<file path="src/rtl/ram_scan_display_if.sv">
// Bus bundle for ram_scan_display: write port, read-mode controls and
// read-back/status signals. The master drives stimulus; the slave is the RAM.
interface ram_scan_display_if #(
  parameter int DATA_W = 3,
  parameter int ADDR_W = 5
) ();
  logic              wr_req;
  logic [ADDR_W-1:0] wr_addr;
  logic [DATA_W-1:0] wr_data;
  logic              mode_scan;
  logic [ADDR_W-1:0] man_addr;
  logic [ADDR_W-1:0] rd_addr;
  logic [DATA_W-1:0] rd_data;
  logic              busy;

  modport master (
    output wr_req, wr_addr, wr_data, mode_scan, man_addr,
    input  rd_addr, rd_data, busy
  );

  modport slave (
    input  wr_req, wr_addr, wr_data, mode_scan, man_addr,
    output rd_addr, rd_data, busy
  );
endinterface

</file>
<file path="src/rtl/ram_scan_display.sv">
// On-chip RAM that self-clears after reset, writes on a strobe rising edge and
// reads either a manual address or an auto-scanning address for display.
module ram_scan_display #(
  parameter int DATA_W   = 3,
  parameter int ADDR_W   = 5,
  parameter int SCAN_DIV = 50000000
) (
  input  logic               clk,
  input  logic               reset,
  ram_scan_display_if.slave  bus
);
  localparam int DEPTH = 2 ** ADDR_W;
  localparam int DIV_W = $clog2(SCAN_DIV + 1);
  localparam logic [DIV_W-1:0]  DIV_LAST  = DIV_W'(SCAN_DIV - 1);
  localparam logic [ADDR_W-1:0] ADDR_LAST = ADDR_W'(DEPTH - 1);

  typedef enum logic [0:0] {
    ST_CLEAR = 1'b0,
    ST_RUN   = 1'b1
  } state_t;

  state_t            state_r;
  logic [ADDR_W-1:0] clr_addr_r;
  logic [DIV_W-1:0]  div_cnt_r;
  logic              wr_req_d_r;
  logic [ADDR_W-1:0] rd_addr_r;
  logic [DATA_W-1:0] rd_data_r;
  logic              busy_r;
  logic [DATA_W-1:0] mem_r [DEPTH];
  logic              wr_fire_s;

  // User write fires only on a fresh strobe edge once the clear has finished
  always_comb begin
    wr_fire_s = 1'b0;
    if ((state_r == ST_RUN) && bus.wr_req && !wr_req_d_r) begin
      wr_fire_s = 1'b1;
    end else begin
      wr_fire_s = 1'b0;
    end
  end

  // Memory array: cleared word-by-word in CLEAR, user-written in RUN
  always_ff @(posedge clk) begin
    if (state_r == ST_CLEAR) begin
      mem_r[clr_addr_r] <= {DATA_W{1'b0}};
    end else if (wr_fire_s) begin
      mem_r[bus.wr_addr] <= bus.wr_data;
    end
  end

  // Control FSM, strobe history, read address/data and busy flag
  always_ff @(posedge clk or negedge reset) begin
    if (!reset) begin
      state_r    <= ST_CLEAR;
      clr_addr_r <= {ADDR_W{1'b0}};
      div_cnt_r  <= {DIV_W{1'b0}};
      wr_req_d_r <= 1'b0;
      rd_addr_r  <= {ADDR_W{1'b0}};
      rd_data_r  <= {DATA_W{1'b0}};
      busy_r     <= 1'b1;
    end else begin
      wr_req_d_r <= bus.wr_req;
      case (state_r)
        ST_CLEAR: begin
          clr_addr_r <= clr_addr_r + ADDR_W'(1);
          div_cnt_r  <= {DIV_W{1'b0}};
          rd_addr_r  <= {ADDR_W{1'b0}};
          rd_data_r  <= {DATA_W{1'b0}};
          // Last word written this cycle: busy drops with the move to RUN
          if (clr_addr_r == ADDR_LAST) begin
            state_r <= ST_RUN;
            busy_r  <= 1'b0;
          end else begin
            state_r <= ST_CLEAR;
            busy_r  <= 1'b1;
          end
        end
        ST_RUN: begin
          busy_r    <= 1'b0;
          rd_data_r <= mem_r[rd_addr_r];
          if (!bus.mode_scan) begin
            rd_addr_r <= bus.man_addr;
            div_cnt_r <= {DIV_W{1'b0}};
          end else if (div_cnt_r == DIV_LAST) begin
            div_cnt_r <= {DIV_W{1'b0}};
            rd_addr_r <= rd_addr_r + ADDR_W'(1);
          end else begin
            div_cnt_r <= div_cnt_r + DIV_W'(1);
          end
        end
        default: begin
          state_r    <= ST_CLEAR;
          clr_addr_r <= {ADDR_W{1'b0}};
          div_cnt_r  <= {DIV_W{1'b0}};
          rd_addr_r  <= {ADDR_W{1'b0}};
          rd_data_r  <= {DATA_W{1'b0}};
          busy_r     <= 1'b1;
        end
      endcase
    end
  end

  assign bus.rd_addr = rd_addr_r;
  assign bus.rd_data = rd_data_r;
  assign bus.busy    = busy_r;
endmodule

</file>
<file path="src/flat_wrapper.sv">
// flat-port wrapper written by rule: the top's interface ports become plain ports
module ram_scan_display_flat 
#(
  parameter int DATA_W   = 3,
  parameter int ADDR_W   = 5,
  parameter int SCAN_DIV = 50000000
)
  (clk, reset, bus_wr_req, bus_wr_addr, bus_wr_data, bus_mode_scan, bus_man_addr, bus_rd_addr, bus_rd_data, bus_busy);
  ram_scan_display_if #(.DATA_W(DATA_W), .ADDR_W(ADDR_W)) bus_i ();
  input  logic clk;
  input  logic reset;
  input wire logic [$bits(bus_i.wr_req)-1:0] bus_wr_req;
  input wire logic [$bits(bus_i.wr_addr)-1:0] bus_wr_addr;
  input wire logic [$bits(bus_i.wr_data)-1:0] bus_wr_data;
  input wire logic [$bits(bus_i.mode_scan)-1:0] bus_mode_scan;
  input wire logic [$bits(bus_i.man_addr)-1:0] bus_man_addr;
  output wire logic [$bits(bus_i.rd_addr)-1:0] bus_rd_addr;
  output wire logic [$bits(bus_i.rd_data)-1:0] bus_rd_data;
  output wire logic [$bits(bus_i.busy)-1:0] bus_busy;
  assign bus_i.wr_req = bus_wr_req;
  assign bus_i.wr_addr = bus_wr_addr;
  assign bus_i.wr_data = bus_wr_data;
  assign bus_i.mode_scan = bus_mode_scan;
  assign bus_i.man_addr = bus_man_addr;
  assign bus_rd_addr = bus_i.rd_addr;
  assign bus_rd_data = bus_i.rd_data;
  assign bus_busy = bus_i.busy;
  ram_scan_display #(.DATA_W(DATA_W), .ADDR_W(ADDR_W), .SCAN_DIV(SCAN_DIV)) u_core (.clk(clk), .reset(reset), .bus(bus_i));
endmodule
</file>
<file path="config.mk">
export PLATFORM = sky130hd
export DESIGN_NAME = ram_scan_display_flat
export DESIGN_NICKNAME = d
export VERILOG_FILES = /design/src/rtl/ram_scan_display_if.sv /design/src/rtl/ram_scan_display.sv /design/src/flat_wrapper.sv
export SDC_FILE = /design/constraint.sdc
export NUM_CORES = 1
export LEC_CHECK = 0
export ABC_CLOCK_PERIOD_IN_PS = 5200
export CAP_MARGIN = 20
export CORE_MARGIN = 2
export CORE_UTILIZATION = 55
export DETAILED_ROUTE_END_ITERATION = 12
export DONT_BUFFER_PORTS = 1
export PLACE_DENSITY_LB_ADDON = 0.12
export SLEW_MARGIN = 5
export SYNTH_ARGS = -nofsm -noshare
export SYNTH_HDL_FRONTEND = slang
export SYNTH_SLANG_ARGS = --single-unit
export TNS_END_PERCENT = 5
</file>
<file path="constraint.sdc">
create_clock -name clk -period 5.2 [get_ports clk]
set_input_delay 0.52 -clock clk [delete_from_list [all_inputs] [get_ports clk]]
set_output_delay 0.52 -clock clk [all_outputs]
set_load 0.02 [all_outputs]
</file>
==> results.toml <==
[clocking]
tritoncts = "built"
path_clk_slew_ps = 60
cts_made_buffers = 17
cts_root_buf = "clkbuf_8"
htree_levels = 4
post_cts_buffers = 0
clk_path_buf_depth = 2
clk_latency_ps = 530
cts.sinks = 138
cts-resized-gates = 0

[worst_setup_path]
startpoint_type = "flip-flop"
crit_type = "flip-flop to flip-flop"
cp_cell_sequence = "or4_1 -> or3_4 -> o211ai_2 -> nor2_1"
endpoint_kind = "flip-flop"
worstPathArrival_ps = 2930
slowest_stage = "o211ai_2"
critPathMaxStageDelay_ps = 850
crit_required_ps = 5560
crit_path_max_fanout = 25

[place]
place_congestion = 0.841
hpwlAfterDp_um = 7900
numPortBuffers = 0

[global_route]
overflow = 0
grt_max_degree = 43
grt_pass1_wl_um = 19400
antenna_found_initial = 0
first_global_vias = 3644
grt_usage_pct = 22.6

[die]
std_cell_rows = 38
initial_utilization_pct = 56.1
die_area_um2 = 11900
die_width_um = 109
ios = 26
core_um2 = 10800
die_h_um = 109

[layout]
areaGrowthSynthToFinish_pct = 12.7
layout_commonest_cell = "edfxtp_1"
multi_input_area_um2 = 2010
drive_above_1_share_pct = 15.3
diodes = 0
n_fill_cell = 778
nNetsFinal = 460
final_cell_mix = "edfxtp_1, nor2_1, dfrtp_1, mux4_2, mux2i_1"
seq_area_um2 = 3940

[drt]
num_vias = 3608
wirelength_um = 12200
wl_per_cell_um = 20.6
drtIter0Drc = 284
ant_nets = 0
viasPerCell = 6.09
post-route-drc-count = 0
first_pass_iters = 4

[sta]
fin_skew_ps = 9.91
tightest_slew_ps = 1080
setup-tns-final_ps = 0
slew_headroom_pct = 27.7
rsz0062_at_grt = "no"
period_share_pct = 49.5
max_freq_mhz = 389
hold_viol_final = 0
whs_ps = 81.0
layout_min_cycle_time_ps = 2570
finalSetupViolCount = 0
drv_slew = 0

[logic_synthesis]
synth_warnings = 0
synth_compound_area_share_pct = 5.95
syn_inst = 428
async_flop_share_pct = 30.4
synthFlopType = "edfxtp_1"
synthAdderAreaFrac_pct = 0.827
ys_types = 46
synth_top_family_by_area = "simple AND/OR/NAND/NOR gates"
synth_fp_nets = 449
synth-xor-area-share_pct = 2.17
synth-simple-area-share_pct = 12.6
post_synth_main_area_contributors = "edfxtp_1, dfrtp_1, mux4_2"
synth_top_area_cell = "edfxtp_1"
synth-seq-cells = 138
netlist.area_leader.share_pct = 47.6
yosysSeqAreaShare_pct = 65.0
synth_edf_count = 96
synth_area_um2 = 6050
avgSynthCellArea_um2 = 14.1
synthMuxAreaShare_pct = 11.7

[hold_path]
hold_path_class = "input port to flip-flop"

[power]
p_leak_nw = 2.57
p_per_area_nw_per_um2 = 358
peakVddDrop_uv = 493

[outcome]
outcome = "complete, no violations"

[run]
cap_violations = 0
-- metal layers --
layer | vias to the layer above | GRT usage (%) | wire, µm
met5 | - | 0 | 0
met4 | 0 | 7.42 | 165
met3 | 18 | 7.35 | 765
met2 | 91 | 36.5 | 6170
met1 | 1814 | 29.0 | 5110
li1 | 1685 | - | -
-- final cells by class --
type	instances	area share, %
clock buffer	17	6.07
clock inverter	15	2.02
inverter	11	0.605
multi-input combinational	263	29.5
sequential	138	57.7
tap	140	2.57
timing repair buffer	8	1.58
-- where the power goes --
part           switching (mW)  total (mW)  internal (mW)  leakage [nW]
sequential             0.0333        1.22           1.19          1.60
combinational          0.0579       0.108         0.0499         0.698
clock                   0.474        1.12          0.642         0.268
total                   0.565        2.44           1.88          2.57
-- state kept, by name (all words and copies together) (netlist names) --
register            cells
u_core.bus.rd_data      3
u_core.div_cnt_r       26
u_core.wr_req_d_r       1
u_core.bus.rd_addr      5
u_core.bus.busy         1
u_core.clr_addr_r       5
u_core.state_r          1
u_core.mem_r           96
-- logic make-up after synthesis --
group / Yosys count
compound gates: 53
xor+xnor: 15
fa+ha+maj: 4
buf+inv: 27
flops: 138
mux: 44
simple gates: 147
-- worst paths after layout --
kind	start	to	slack (ps)	cells after the start
worst max-delay path	u_core.div_cnt_r[11]	u_core.div_cnt_r[8]	2630	4
worst min-delay path	bus_mode_scan	u_core.bus.rd_addr[1]	80	1
worst max register to register	u_core.div_cnt_r[11]	u_core.div_cnt_r[8]	2630	4
worst min register to register	u_core.div_cnt_r[0]	u_core.div_cnt_r[0]	490	1
max in group asynchronous	reset	u_core.bus.busy	4410	2
min in group asynchronous	reset	u_core.div_cnt_r[8]	540	2
-- worst max-delay path, delay by kind of cell (launching register included) --
kind / cells / cell delay [ps]
flip-flops: 1 / 420
AND/OR/NAND/NOR: 3 / 1130
AO/OA/AOI/OAI: 1 / 850
-- what timing repair did --
action,in CTS,in global routing
hold buffers,3,0
hold endpoints to repair,43,0
endpoints found under the setup margin,0,0
-- synthesized netlist by cell type, drive strengths merged (3+ instances only) --
| cell type | n |
|---|---|
| clkbuf | 11 |
| or4 | 13 |
| and3 | 8 |
| nand2 | 16 |
| and2 | 6 |
| xnor2 | 12 |
| a221oi | 3 |
| nand4 | 5 |
| buf | 5 |
| nand2b | 4 |
| nor3 | 5 |
| o221ai | 3 |
| a311oi | 4 |
| dfrtp | 41 |
| or3 | 6 |
| ha | 4 |
| a31oi | 3 |
| xor2 | 3 |
| o31a | 3 |
| nor2 | 56 |
| nand3 | 14 |
| o31ai | 9 |
| inv | 10 |
| edfxtp | 96 |
| mux2 | 4 |
| mux2i | 19 |
| mux4 | 21 |
| a21oi | 12 |
| o21ai | 11 |
-- per-stage QoR --
| step | area (µm²) | setup slack, ps | power [mW] | util (%) | instances |
|---|---|---|---|---|---|
| 2_1_floorplan | 6050 | 3050 | 1.31 | - | 428 |
| 3_3_place_gp | 6180 | 2700 | 1.34 | 57.3 | 554 |
| 3_5_place_dp | 6180 | 2650 | 1.34 | 57.3 | 554 |
| 4_1_cts | 6780 | 2630 | 2.46 | 62.8 | 589 |
| 5_1_grt | 6830 | 2510 | 2.52 | 63.2 | 592 |
| 6_report | 6830 | 2630 | 2.44 | 63.2 | 592 |
(Power assumes the default switching activity.)
